`src/rtl/axil2iob_arb.sv`:
```
// ---------------------------------------------------------------------------
// axil2iob_arb
//
// Bridges an AXI4-Lite slave port onto a single IOb native master bus.
// Only one transaction is in flight at a time. A write is accepted only
// when AW and W are presented together. A read is accepted when AR is
// presented. When both are pending in the same cycle, an arbiter picks one.
// That arbiter is either round-robin or read-first, chosen by RD_PRIO.
//
// The accepted request is registered and driven onto the IOb bus one cycle
// after the AXI handshake. valid is then held until the peripheral pulses
// ready. If ready does not arrive within 2**TIMEOUT_W-1 cycles, the request
// is abandoned and the transaction is answered with SLVERR.
//
// Ports
//   clk, rst                  clock (rising edge), async active-high reset
//   axil_aw* / axil_w*        write address / data channels (slave side)
//   axil_b*                   write response channel
//   axil_ar*                  read address channel
//   axil_r*                   read data / response channel
//   valid, addr, wdata, wstrb IOb request (wstrb == 0 marks a read)
//   rdata, ready              IOb completion; rdata is sampled with ready
// ---------------------------------------------------------------------------
module axil2iob_arb #(
  parameter int AXIL_ADDR_W = 32,
  parameter int AXIL_DATA_W = 32,
  parameter int TIMEOUT_W   = 8,
  parameter int RD_PRIO     = 0
) (
  input  logic                     clk,
  input  logic                     rst,

  input  logic [AXIL_ADDR_W-1:0]   axil_awaddr,
  input  logic                     axil_awvalid,
  output logic                     axil_awready,
  input  logic [AXIL_DATA_W-1:0]   axil_wdata,
  input  logic [AXIL_DATA_W/8-1:0] axil_wstrb,
  input  logic                     axil_wvalid,
  output logic                     axil_wready,
  output logic [1:0]               axil_bresp,
  output logic                     axil_bvalid,
  input  logic                     axil_bready,

  input  logic [AXIL_ADDR_W-1:0]   axil_araddr,
  input  logic                     axil_arvalid,
  output logic                     axil_arready,
  output logic [AXIL_DATA_W-1:0]   axil_rdata,
  output logic [1:0]               axil_rresp,
  output logic                     axil_rvalid,
  input  logic                     axil_rready,

  output logic                     valid,
  output logic [AXIL_ADDR_W-1:0]   addr,
  output logic [AXIL_DATA_W-1:0]   wdata,
  output logic [AXIL_DATA_W/8-1:0] wstrb,
  input  logic [AXIL_DATA_W-1:0]   rdata,
  input  logic                     ready
);

  localparam int STRB_W = AXIL_DATA_W / 8;
  localparam logic [TIMEOUT_W-1:0] TMO_LIMIT = '1;
  localparam logic [TIMEOUT_W-1:0] TMO_ONE   = TIMEOUT_W'(1);
  localparam logic [1:0] RESP_OKAY   = 2'b00;
  localparam logic [1:0] RESP_SLVERR = 2'b10;

  typedef enum logic [2:0] {
    IDLE = 3'd0,
    WR   = 3'd1,
    RD   = 3'd2,
    BRSP = 3'd3,
    RRSP = 3'd4
  } state_t;

  state_t                 state_q, state_d;
  logic                   rr_q, rr_d;
  logic [TIMEOUT_W-1:0]   cnt_q, cnt_d;
  logic [TIMEOUT_W-1:0]   cnt_inc;

  logic                   valid_q, valid_d;
  logic [AXIL_ADDR_W-1:0] addr_q, addr_d;
  logic [AXIL_DATA_W-1:0] wdata_q, wdata_d;
  logic [STRB_W-1:0]      wstrb_q, wstrb_d;

  logic                   bvalid_q, bvalid_d;
  logic [1:0]             bresp_q, bresp_d;
  logic                   rvalid_q, rvalid_d;
  logic [1:0]             rresp_q, rresp_d;
  logic [AXIL_DATA_W-1:0] rdata_q, rdata_d;

  logic                   wr_pend, rd_pend;
  logic                   grant_wr, grant_rd;

  // Arbitration. rr_q set means the previous grant was a write, so a
  // contended cycle should now go to the read side.
  always_comb begin
    wr_pend  = axil_awvalid & axil_wvalid;
    rd_pend  = axil_arvalid;
    grant_wr = 1'b0;
    grant_rd = 1'b0;
    if (state_q == IDLE) begin
      if (wr_pend && rd_pend) begin
        if (RD_PRIO != 0) begin
          grant_rd = 1'b1;
        end else if (rr_q) begin
          grant_rd = 1'b1;
        end else begin
          grant_wr = 1'b1;
        end
      end else if (wr_pend) begin
        grant_wr = 1'b1;
      end else if (rd_pend) begin
        grant_rd = 1'b1;
      end
    end
  end

  // The AXI ready signals are combinational, so a grant completes the
  // handshake in the same cycle the request is seen.
  assign axil_awready = grant_wr;
  assign axil_wready  = grant_wr;
  assign axil_arready = grant_rd;

  assign cnt_inc = cnt_q + TMO_ONE;

  // Next-state and next-output computation for the transaction FSM.
  always_comb begin
    state_d  = state_q;
    rr_d     = rr_q;
    cnt_d    = cnt_q;
    valid_d  = valid_q;
    addr_d   = addr_q;
    wdata_d  = wdata_q;
    wstrb_d  = wstrb_q;
    bvalid_d = bvalid_q;
    bresp_d  = bresp_q;
    rvalid_d = rvalid_q;
    rresp_d  = rresp_q;
    rdata_d  = rdata_q;

    case (state_q)
      IDLE: begin
        cnt_d = '0;
        if (grant_wr) begin
          rr_d    = 1'b1;
          addr_d  = axil_awaddr;
          wdata_d = axil_wdata;
          wstrb_d = axil_wstrb;
          valid_d = 1'b1;
          state_d = WR;
        end else if (grant_rd) begin
          rr_d    = 1'b0;
          addr_d  = axil_araddr;
          wdata_d = '0;
          wstrb_d = '0;
          valid_d = 1'b1;
          state_d = RD;
        end
      end

      WR, RD: begin
        // ready takes precedence over the timeout in the same cycle.
        if (ready) begin
          valid_d = 1'b0;
          cnt_d   = '0;
          if (state_q == WR) begin
            bresp_d  = RESP_OKAY;
            bvalid_d = 1'b1;
            state_d  = BRSP;
          end else begin
            rdata_d  = rdata;
            rresp_d  = RESP_OKAY;
            rvalid_d = 1'b1;
            state_d  = RRSP;
          end
        end else if (cnt_inc == TMO_LIMIT) begin
          valid_d = 1'b0;
          cnt_d   = '0;
          if (state_q == WR) begin
            bresp_d  = RESP_SLVERR;
            bvalid_d = 1'b1;
            state_d  = BRSP;
          end else begin
            rdata_d  = '0;
            rresp_d  = RESP_SLVERR;
            rvalid_d = 1'b1;
            state_d  = RRSP;
          end
        end else begin
          cnt_d = cnt_inc;
        end
      end

      BRSP: begin
        if (axil_bready) begin
          bvalid_d = 1'b0;
          state_d  = IDLE;
        end
      end

      RRSP: begin
        if (axil_rready) begin
          rvalid_d = 1'b0;
          state_d  = IDLE;
        end
      end

      default: begin
        state_d = IDLE;
      end
    endcase
  end

  // State and registered outputs. Reset aborts any transaction in progress
  // without producing a response.
  always_ff @(posedge clk or posedge rst) begin
    if (rst) begin
      state_q  <= IDLE;
      rr_q     <= 1'b0;
      cnt_q    <= '0;
      valid_q  <= 1'b0;
      addr_q   <= '0;
      wdata_q  <= '0;
      wstrb_q  <= '0;
      bvalid_q <= 1'b0;
      bresp_q  <= RESP_OKAY;
      rvalid_q <= 1'b0;
      rresp_q  <= RESP_OKAY;
      rdata_q  <= '0;
    end else begin
      state_q  <= state_d;
      rr_q     <= rr_d;
      cnt_q    <= cnt_d;
      valid_q  <= valid_d;
      addr_q   <= addr_d;
      wdata_q  <= wdata_d;
      wstrb_q  <= wstrb_d;
      bvalid_q <= bvalid_d;
      bresp_q  <= bresp_d;
      rvalid_q <= rvalid_d;
      rresp_q  <= rresp_d;
      rdata_q  <= rdata_d;
    end
  end

  assign valid       = valid_q;
  assign addr        = addr_q;
  assign wdata       = wdata_q;
  assign wstrb       = wstrb_q;
  assign axil_bvalid = bvalid_q;
  assign axil_bresp  = bresp_q;
  assign axil_rvalid = rvalid_q;
  assign axil_rresp  = rresp_q;
  assign axil_rdata  = rdata_q;

endmodule
```
`config.mk`:
```
export PLATFORM = sky130hd
export DESIGN_NAME = axil2iob_arb
export DESIGN_NICKNAME = d
export VERILOG_FILES = /design/src/rtl/axil2iob_arb.sv
export SDC_FILE = /design/constraint.sdc
export NUM_CORES = 1
export LEC_CHECK = 0
export ABC_CLOCK_PERIOD_IN_PS = 8160
export CAP_MARGIN = 30
export CORE_ASPECT_RATIO = 1.1
export CORE_MARGIN = 4
export CORE_UTILIZATION = 43
export DETAILED_ROUTE_END_ITERATION = 7
export PLACE_DENSITY = 0.95
export SYNTH_ARGS = -nofsm -noshare
export SYNTH_HDL_FRONTEND = slang
export SYNTH_SLANG_ARGS = --single-unit
```
`constraint.sdc`:
```
create_clock -name clk -period 8.16 [get_ports clk]
set_input_delay 1.632 -clock clk [delete_from_list [all_inputs] [get_ports clk]]
set_output_delay 1.632 -clock clk [all_outputs]
set_load 0.03 [all_outputs]
```
==> flow_metrics.py, run 1 <==
metrics = {
    "critical_path": {
        "endpoint": "axil_wready",
        "critical_path_class": "in2out",
        "crit_start": "axil_awvalid",
        "r2r_start": "cnt_q[0]",
        "cp-end-kind": "output pin",
        "critPathLaunchType": "primary input",
        "timing.rr.end": "axil_rdata[26]",
        "cp.required_ns": 6.53,
        "r2r_slack_ns": 5.41,
        "cp.arrival_ns": 3.85,
        "rr_worst_depth": 7,
        "cp_max_fo": 38,
    },
    "placement": {
        "io_buffers": 247,
        "dp_hpwl_um": 11260,
        "dp_slack_ns": 2.663,
        "gp_congestion": 0.8845,
    },
    "clock_network": {
        "root_buffer": "clkbuf_16",
        "cts_sinks": 117,
        "path_clk_slew_ns": 0.05,
        "cts_hold_buf": 0,
        "cts-resized-gates": 0,
        "cts-buffers-inserted": 17,
        "cts.path.max_buffers": 2,
        "post-cts-setup-buffers": 0,
        "htreeDepth": 4,
        "worstSkewPairLatency_ns": 0.41,
        "cts_tree": "built",
    },
    "synthesis": {
        "ys.flop_type": "dfrtp_1",
        "synth-compound-area-share_pct": 21.66,
        "synthMuxAreaShare_pct": 0.2343,
        "synth-async-reset-ratio_pct": 100.0,
        "ys_types": 42,
        "synth_top_area_cell": "dfrtp_1",
        "synth_fa_ha_area_share_pct": 0.5207,
        "synth_top_family_by_area": "compound AO/OA/AOI/OAI gates",
        "synth_seq_cells": 117,
        "synth_area_leaders": "dfrtp_1, a22o_1, nand2_1",
        "synth_xor_area_share_pct": 0.5467,
        "syn_area_per_cell_um2": 11.07,
        "syn-cell-area_um2": 4806,
        "synthTopCellsByCount": "dfrtp_1, nand2_1, a22o_1, nor2_1, a31oi_1",
        "seq_area_frac_synth_pct": 60.92,
        "synth_top_area_share_pct": 60.92,
        "synth_cells": 434,
        "yosysMostFrequentCell": "dfrtp_1",
        "synth_warnings": 0,
        "synth-simple-area-share_pct": 11.74,
        "synth_edf_count": 0,
    },
    "grt": {
        "grt_overflow_total": 0,
        "grt_pass1_wl_um": 23130,
        "grt_max_degree": 66,
        "grt_usage_pct": 23.36,
        "grt_pass1_vias": 4508,
        "antenna_found_initial": 0,
    },
    "worst_hold_path": {
        "hold_depth": 1,
        "hold_path.class": "reg2reg",
    },
    "floorplan": {
        "io_pins": 250,
        "rows": 40,
        "die-area_um2": 12930,
        "dieHeight_um": 118.9,
        "die_w_um": 108.8,
        "core_area_um2": 10910,
        "start_util_pct": 44.05,
    },
    "drt": {
        "dr.pass1.iters": 8,
        "drt_first_iter_violations": 285,
        "wire_per_inst_um": 18.17,
        "vias_per_cell": 5.298,
        "num_vias": 4424,
        "final_antenna_net_count": 0,
        "wl_um": 15170,
        "drc": 0,
    },
    "timing": {
        "rsz0062_at_grt": "false",
        "setup_viol_count_final": 0,
        "holdWs_ns": 0.4959,
        "setup_tns_ns": 0,
        "hold_violations": 0,
        "fmax_mhz": 182.4,
        "fin_crit_sh_pct": 67.20,
        "finalWorstPathRequiredPeriod_ns": 5.483,
        "tightestPinTransition_ns": 0.7558,
        "fin_worst_skew_ns": 0.009238,
        "relSlewSlack_pct": 49.62,
        "slew_viol_final": 0,
        "fin_ws_ns": 2.677,
    },
    "finish": {
        "fillers": 726,
        "nets": 817,
        "drive_above_1_share_pct": 7.132,
        "synthToLayoutAreaGrowth_pct": 66.02,
    },
    "outcome": {
        "outcome": "complete, no violations",
    },
    "power": {
        "vdd_drop_max_mv": 0.2612,
        "power.total_mw": 3.529,
        "power.density_nw_per_um2": 442.3,
        "power.leakage_nw": 3.498,
    },
    "flow_run": {
        "maxCapViolCount": 0,
    },
}
-- cells in the final DEF, fill, tap and decap left out, types with 2 or more instances in the layout --
master / instances
a21oi_1: 5
a22o_1: 72
a31oi_1: 32
and2_1: 3
and3_1: 4
buf_4: 6
bufinv_16: 3
clkbuf_16: 17
clkdlybuf4s50_1: 247
clkinv_2: 3
clkinvlp_4: 6
conb_1: 2
dfrtp_1: 117
ha_1: 2
inv_1: 8
nand2_1: 76
nand3_1: 2
nor2_1: 35
nor2b_1: 3
nor3_1: 4
o211ai_1: 2
o21ai_0: 7
o21ai_2: 3
o31ai_1: 3
xnor2_1: 3
-- registers in the layout (all words and copies together) (netlist names) --
name / cells
cnt_q: 8
axil_rvalid: 1
axil_bvalid: 1
rr_q: 1
wdata: 32
wstrb: 4
addr: 32
axil_rdata: 32
axil_rresp: 1
state_q: 3
axil_bresp: 1
valid: 1
-- report_power, final --
| part | switching, mW | internal (mW) | total [mW] |
|---|---|---|---|
| Combinational | 0.998 | 0.753 | 1.75 |
| Sequential | 0.177 | 0.858 | 1.04 |
| Clock | 0.259 | 0.484 | 0.743 |
| Total | 1.43 | 2.09 | 3.53 |
-- logic make-up (layout without fill, tap and decap cells) --
group / Yosys count / in the layout
and+or+nand+nor: 135 / 135
other: 1 / 3
muxes: 1 / 1
AOI/OAI and AO/OA: 132 / 132
xor gates and xnor gates: 3 / 3
DFF: 117 / 117
adders and majority gates: 2 / 2
buffers and inverters: 43 / 295
-- final cells by class --
type	instances	area (µm²)	area share [%]
well taps	147	183.9	2.305
multi-input cells	275	1682	21.08
clock buffers	18	439.2	5.504
repair buffers	254	2545	31.90
flip-flops and latches	117	2928	36.69
clock inverters	13	158.9	1.992
diodes	1	2.502	0.03136
inverters	10	40.04	0.5018
-- layer usage --
layer,track usage [%],share of wire [%],vias up
li1,-,-,2040
met1,25.80,37,2101
met2,39.49,50,257
met3,9.756,11,26
met4,9.234,2.2,0
met5,0,0,-
-- critical path, cell delays in order --
cell	delay, ns
clkdlybuf4s50_1	0.46
nand2_1	0.11
a21oi_1	0.22
nand2_2	0.10
inv_2	0.51
clkdlybuf4s50_1	0.80
-- worst min-delay path by stage --
stage | start | end | slack, ns
5_1_grt | wdata[0] | wdata[0] | 0.51
2_1_floorplan | cnt_q[6] | cnt_q[6] | 0.48
6_report | wdata[8] | wdata[8] | 0.50
3_3_place_gp | wdata[21] | wdata[21] | 0.48
4_1_cts | wdata[8] | wdata[8] | 0.50
3_5_place_dp | wdata[17] | wdata[17] | 0.49
-- metrics by stage --
step,area [µm²],util [%],cells
after floorplan,4810,-,435
after global placement,7351,67.37,802
after detailed placement,7378,67.63,803
after CTS,7976,73.11,834
after global routing,7976,73.11,834
final,7979,73.13,835
(Power assumes the default switching activity.)
==> inputs of run 2 (changes only) <==
==> config.mk (replaced) <==
export PLATFORM = sky130hd
export DESIGN_NAME = axil2iob_arb
export DESIGN_NICKNAME = d
export VERILOG_FILES = /design/src/rtl/axil2iob_arb.sv
export SDC_FILE = /design/constraint.sdc
export NUM_CORES = 1
export LEC_CHECK = 0
export ABC_CLOCK_PERIOD_IN_PS = 5650
export CAP_MARGIN = 30
export CORE_ASPECT_RATIO = 1.1
export CORE_MARGIN = 4
export CORE_UTILIZATION = 40
export DETAILED_ROUTE_END_ITERATION = 7
export PLACE_DENSITY = 0.91
export SYNTH_ARGS = -nofsm -noshare
export SYNTH_HDL_FRONTEND = slang
export SYNTH_SLANG_ARGS = --single-unit
==> constraint.sdc (replaced) <==
create_clock -name clk -period 5.65 [get_ports clk]
set_input_delay 1.13 -clock clk [delete_from_list [all_inputs] [get_ports clk]]
set_output_delay 1.13 -clock clk [all_outputs]
set_load 0.03 [all_outputs]
==> run 2 against run 1 <==
Compared with the run above:
- sequential power increased by 44%
- global-route usage decreased by 1.9 points
- via count increased by 0.99%
- worst hold slack got worse by 0.0018 ns
- count of clock-buffer cells in the layout increased by 3
- critical path depth decreased by 2
- register-to-register slack got worse by 2.5 ns
- final area decreased by 0.24%
- setup slack got worse by 1.5 ns
- non-clock buffer count increased by 1
- routed wire length decreased by 2.2%
- power increased by 41%
- critical path type unchanged
- critical endpoint is now axil_arready
- largest power group unchanged
- highest routed layer unchanged
==> flow_metrics.py, run 2 (synthesis gave the netlist of run 1 again) <==
metrics = {
    "worst_hold_path": {
        "min_to": "wdata[28]",
        "hold_path.class": "reg2reg",
        "min-delay-start": "wdata[28]",
        "hold_depth": 1,
    },
    "critical_path": {
        "r2r_start": "cnt_q[0]",
        "rr_worst_depth": 7,
        "r2r_slack_ns": 2.91,
        "path_cells": "clkdlybuf4s50_1 -> o211ai_1 -> inv_1 -> clkdlybuf4s50_1",
        "cpMostUsedCell": "clkdlybuf4s50_1",
        "cp_max_fo": 33,
        "critPathLaunchType": "primary input",
        "timing.rr.end": "axil_rdata[11]",
        "path_delay_family": "buffers and inverters",
        "path_buf_inv": 3,
        "cp.required_ns": 4.52,
        "cp-end-kind": "output pin",
        "max_stage_delay_ns": 0.83,
        "slowest_stage": "clkdlybuf4s50_1",
        "critical_path_class": "in2out",
        "cp.arrival_ns": 3.37,
    },
    "finish": {
        "fin_util_pct": 68.66,
        "synthToLayoutAreaGrowth_pct": 65.63,
        "layout_commonest_cell": "clkdlybuf4s50_1",
        "antenna_cells": 0,
        "finalNonFillerCells": 837,
        "fillers": 836,
        "design_area_um2": 7960,
        "nets": 818,
        "drive_above_1_share_pct": 6.987,
        "layout_common_cells": "clkdlybuf4s50_1, dfrtp_1, nand2_1, a22o_1, nor2_1",
    },
    "placement": {
        "gp_congestion": 0.8977,
        "placed_cell_area_um2": 7382,
        "dp_slack_ns": 1.125,
        "dp_hpwl_um": 11220,
        "place_inst": 806,
        "io_buffers": 247,
    },
    "timing": {
        "slew_viol_final": 0,
        "tightestPinTransition_ns": 0.9700,
        "fmax_mhz": 222.1,
        "relSlewSlack_pct": 35.26,
        "fin_ws_ns": 1.148,
        "finalWorstPathRequiredPeriod_ns": 4.502,
        "setup_viol_count_final": 0,
        "setup_tns_ns": 0,
        "fin_crit_sh_pct": 79.69,
        "rsz0062_at_grt": "false",
        "hold_violations": 0,
        "fin_worst_skew_ns": 0.01158,
    },
    "grt": {
        "grtUsageMet3_pct": 6.559,
        "gr-usage-met1_pct": 26.05,
        "grt_overflow_total": 0,
        "grt_pass1_wl_um": 23550,
        "grt_most_used_layer": "met2",
        "grt_pass1_vias": 4738,
        "met2_usage_pct": 36.03,
        "antenna_found_initial": 0,
        "grt_max_degree": 83,
        "grt_usage_pct": 21.50,
    },
    "flow_run": {
        "maxCapViolCount": 0,
    },
    "clock_network": {
        "worstSkewPairLatency_ns": 0.40,
        "cts-resized-gates": 0,
        "path_clk_slew_ns": 0.05,
        "cts_sinks": 117,
        "root_buffer": "clkbuf_16",
        "post-cts-setup-buffers": 0,
        "cts_tree": "built",
        "cts.path.max_buffers": 2,
        "htreeDepth": 4,
        "cts_hold_buf": 0,
        "cts-buffers-inserted": 17,
    },
    "power": {
        "intPower_mw": 2.958,
        "switchingPower_mw": 2.027,
        "seqPwrFrac_pct": 30.1,
        "clockPowerShare_pct": 19.7,
        "pwr-share-comb_pct": 50.2,
        "power.leakage_nw": 3.498,
        "power.density_nw_per_um2": 626.3,
        "switching_share_pct": 40.67,
        "vdd_drop_max_mv": 0.3190,
    },
    "floorplan": {
        "die_w_um": 112.5,
        "dieHeight_um": 123.0,
        "start_util_pct": 41.45,
        "io_pins": 250,
        "core_area_um2": 11590,
        "die-area_um2": 13830,
        "rows": 41,
    },
    "outcome": {
        "outcome": "complete, no violations",
    },
    "drt": {
        "drt_first_iter_violations": 300,
        "dr.pass1.iters": 5,
        "drc": 0,
        "vias_per_cell": 5.338,
        "wl_um": 14840,
        "final_antenna_net_count": 0,
        "num_vias": 4468,
        "wire_per_inst_um": 17.73,
    },
}
run 2: cell types whose count changed in the layout (fill, tap and decap cells not counted), sizes merged:
cell,change
clkbuf,+3
bufinv,-2
clkinvlp,-2
buf,+1
diode,-1
run 2: worst max path at each step:
stage                 startpoint            to  slack, ns  cells after the start
finish              axil_arvalid  axil_arready       1.15                      4
detailed placement  axil_arvalid  axil_arready       1.12                      4
CTS                 axil_arvalid  axil_arready       1.12                      4
global route        axil_arvalid  axil_arready       0.98                      4
floorplan                    rst       addr[0]       1.42                      1
global placement    axil_arvalid  axil_arready       1.22                      4
run 2: final cells by class:
cell class              instances  area, µm²  area share (%)
clock inverters                 9      80.08           1.006
inverters                      10      40.04          0.5030
multi-input cells             275       1682           21.13
well taps                     150      187.7           2.358
repair buffers                255       2572           32.32
flip-flops and latches        117       2928           36.78
clock buffers                  21      470.5           5.910
run 2: power by group through the flow:
| stage | combinational (mW) | sequential, mW | clock [mW] |
|---|---|---|---|
| 6_report | 2.50 | 1.50 | 0.983 |
| 4_1_cts | 2.52 | 1.50 | 1.00 |
| 5_1_grt | 2.65 | 1.55 | 1.04 |
| 2_1_floorplan | 0.700 | 2.21 | 0 |
| 3_5_place_dp | 2.52 | 1.50 | 0 |
| 3_3_place_gp | 2.45 | 1.48 | 0 |
run 2: routing by layer:
layer  part of all wire, %  wire length (µm)  up-vias
li1                      -                 -     2036
met1                    40              5942     2158
met2                    49              7232      247
met3                   8.7              1286       27
met4                   2.6               381        0
met5                     0                 0        -
run 2: through the flow:
step / hold WS [ns] / power, mW
after floorplan: 0.4811 / 2.909
after global placement: 0.4825 / 3.930
after detailed placement: 0.4846 / 4.018
after CTS: 0.4984 / 5.024
after global routing: 0.5056 / 5.240
final: 0.4941 / 4.986
==> inputs of run 3 (changes only) <==
--- a/config.mk
+++ b/config.mk
@@ -5,7 +5,7 @@
 export SDC_FILE = /design/constraint.sdc
 export NUM_CORES = 1
 export LEC_CHECK = 0
-export ABC_CLOCK_PERIOD_IN_PS = 5650
+export ABC_CLOCK_PERIOD_IN_PS = 4500
 export CAP_MARGIN = 30
 export CORE_ASPECT_RATIO = 1.1
 export CORE_MARGIN = 4
==> constraint.sdc (replaced) <==
create_clock -name clk -period 4.5 [get_ports clk]
set_input_delay 0.9 -clock clk [delete_from_list [all_inputs] [get_ports clk]]
set_output_delay 0.9 -clock clk [all_outputs]
set_load 0.03 [all_outputs]
==> run 3 against run 2 <==
Compared with the run above:
- first-iteration DRC count shrank 18%
- count of clock-buffer cells in the layout shrank 2
- register-to-register slack lost 1.1 ns
- critical endpoint unchanged
- combinational power grew 26%
- core utilization grew 0.50 points
- setup slack lost 0.29 ns
- die area is the same
- power grew 28%
- clock power grew 38%
- flip-flop and latch count is the same
==> flow_metrics.py, run 3 (synthesis gave the netlist of run 1 again) <==
metrics = {
    "finish": {
        "nets": 819,
        "layout_common_cells": "clkdlybuf4s50_1, dfrtp_1, nand2_1, a22o_1, nor2_1",
        "fillers": 827,
        "drive_above_1_share_pct": 7.536,
        "antenna_cells": 0,
        "multi_input_area_um2": 1682,
        "final-seq-area_um2": 2928,
        "synthToLayoutAreaGrowth_pct": 66.83,
        "fin_util_pct": 69.16,
        "layout_commonest_cell": "clkdlybuf4s50_1",
        "finalNonFillerCells": 840,
    },
    "grt": {
        "grt_usage_pct": 20.90,
        "grt_most_used_layer": "met2",
        "antenna_found_initial": 0,
        "grt_max_degree": 118,
        "met2_usage_pct": 34.84,
        "gr-usage-met1_pct": 26.00,
        "grt_pass1_vias": 4516,
        "grt_overflow_total": 0,
        "grtUsageMet3_pct": 6.951,
        "grt_pass1_wl_um": 22980,
    },
    "floorplan": {
        "core_area_um2": 11590,
        "start_util_pct": 41.45,
        "die_w_um": 112.5,
        "die-area_um2": 13830,
        "rows": 41,
        "dieHeight_um": 123.0,
        "io_pins": 250,
    },
    "timing": {
        "rsz0062_at_grt": "false",
        "fin_worst_skew_ns": 0.009234,
        "setup_tns_ns": 0,
        "finalWorstPathRequiredPeriod_ns": 3.640,
        "slew_viol_final": 0,
        "relSlewSlack_pct": 48.92,
        "holdWs_ns": 0.4940,
        "fmax_mhz": 274.7,
        "fin_ws_ns": 0.8603,
        "fin_crit_sh_pct": 80.88,
        "tightestPinTransition_ns": 0.7662,
        "setup_viol_count_final": 0,
        "hold_violations": 0,
    },
    "power": {
        "vdd_drop_max_mv": 0.4465,
        "power.leakage_nw": 3.532,
        "power.density_nw_per_um2": 796.4,
    },
    "critical_path": {
        "r2r_slack_ns": 1.78,
        "cp.arrival_ns": 2.74,
        "rr_worst_depth": 7,
        "timing.rr.end": "axil_rdata[19]",
        "r2r_start": "cnt_q[0]",
        "cp-end-kind": "output pin",
        "cp_max_fo": 33,
        "critical_path_class": "in2out",
        "critPathLaunchType": "primary input",
        "cp.required_ns": 3.60,
    },
    "placement": {
        "dp_hpwl_um": 10810,
        "dp_slack_ns": 0.8658,
        "gp_congestion": 0.9271,
        "io_buffers": 247,
        "place_inst": 808,
    },
    "drt": {
        "wire_per_inst_um": 17.43,
        "vias_per_cell": 5.220,
        "drc": 0,
        "num_vias": 4385,
        "dr.pass1.iters": 4,
        "wl_um": 14640,
        "final_antenna_net_count": 0,
        "drt_first_iter_violations": 246,
    },
    "worst_hold_path": {
        "hold_depth": 1,
        "min_to": "wstrb[0]",
        "hold_path.class": "reg2reg",
        "min-delay-start": "wstrb[0]",
    },
    "clock_network": {
        "cts-buffers-inserted": 17,
        "worstSkewPairLatency_ns": 0.40,
        "root_buffer": "clkbuf_16",
        "path_clk_slew_ns": 0.05,
        "post-cts-setup-buffers": 0,
        "cts_sinks": 117,
        "cts_hold_buf": 0,
        "htreeDepth": 4,
        "cts.path.max_buffers": 2,
        "cts-resized-gates": 0,
        "cts_tree": "built",
    },
    "outcome": {
        "outcome": "complete, no violations",
    },
    "flow_run": {
        "maxCapViolCount": 0,
    },
}
[run 3: changes by cell type in the layout (fill, tap and decap cells not counted)]
cell,before,now
buf_12,0,1
bufinv_16,1,3
buf_16,2,1
clkinv_2,4,5
clkinv_4,0,1
clkinvlp_4,4,3
inv_6,0,1
clkbuf_1,1,0
clkbuf_8,3,2
buf_4,6,7
[run 3: power by group]
part | switching [mW] | internal (mW) | total [mW]
registers | 0.316 | 1.56 | 1.87
clock network | 0.463 | 0.896 | 1.36
logic | 1.78 | 1.38 | 3.15
[run 3: worst max path at each step]
stage	slack (ns)	cells after the start	startpoint	endpoint
after floorplan	0.50	1	rst	addr[0]
after global placement	0.90	6	axil_awvalid	axil_awready
after detailed placement	0.87	5	axil_arvalid	axil_arready
after CTS	0.86	5	axil_arvalid	axil_arready
after global routing	0.75	5	axil_arvalid	axil_arready
final	0.86	5	axil_arvalid	axil_arready
[run 3: cell type report]
type | instances | area share [%]
inverters | 10 | 0.4994
well taps | 150 | 2.341
multi-input cells | 275 | 20.97
clock buffers | 19 | 5.649
repair buffers | 256 | 32.08
flip-flops and latches | 117 | 36.52
clock inverters | 13 | 1.935
[run 3: per-layer routing]
layer  share of wire [%]  vias to the layer above  wire length, µm
met5                   0                        -                0
met3                 9.0                       17             1311
met2                  49                      229             7160
li1                    -                     2047                -
met4                 1.2                        0              177
met1                  41                     2092             5987
[run 3: metrics by stage]
step / total power, mW / area (µm²)
3_3_place_gp: 4.943 / 7382
2_1_floorplan: 3.653 / 4810
5_1_grt: 6.716 / 8018
4_1_cts: 6.453 / 8018
6_report: 6.386 / 8018
3_5_place_dp: 5.055 / 7410
[run 3: critical path, stage by stage]
cell and delay [ns]:
clkdlybuf4s50_1 0.54, o211ai_1 0.14, inv_1 0.07, buf_4 0.31, clkdlybuf4s50_1 0.77
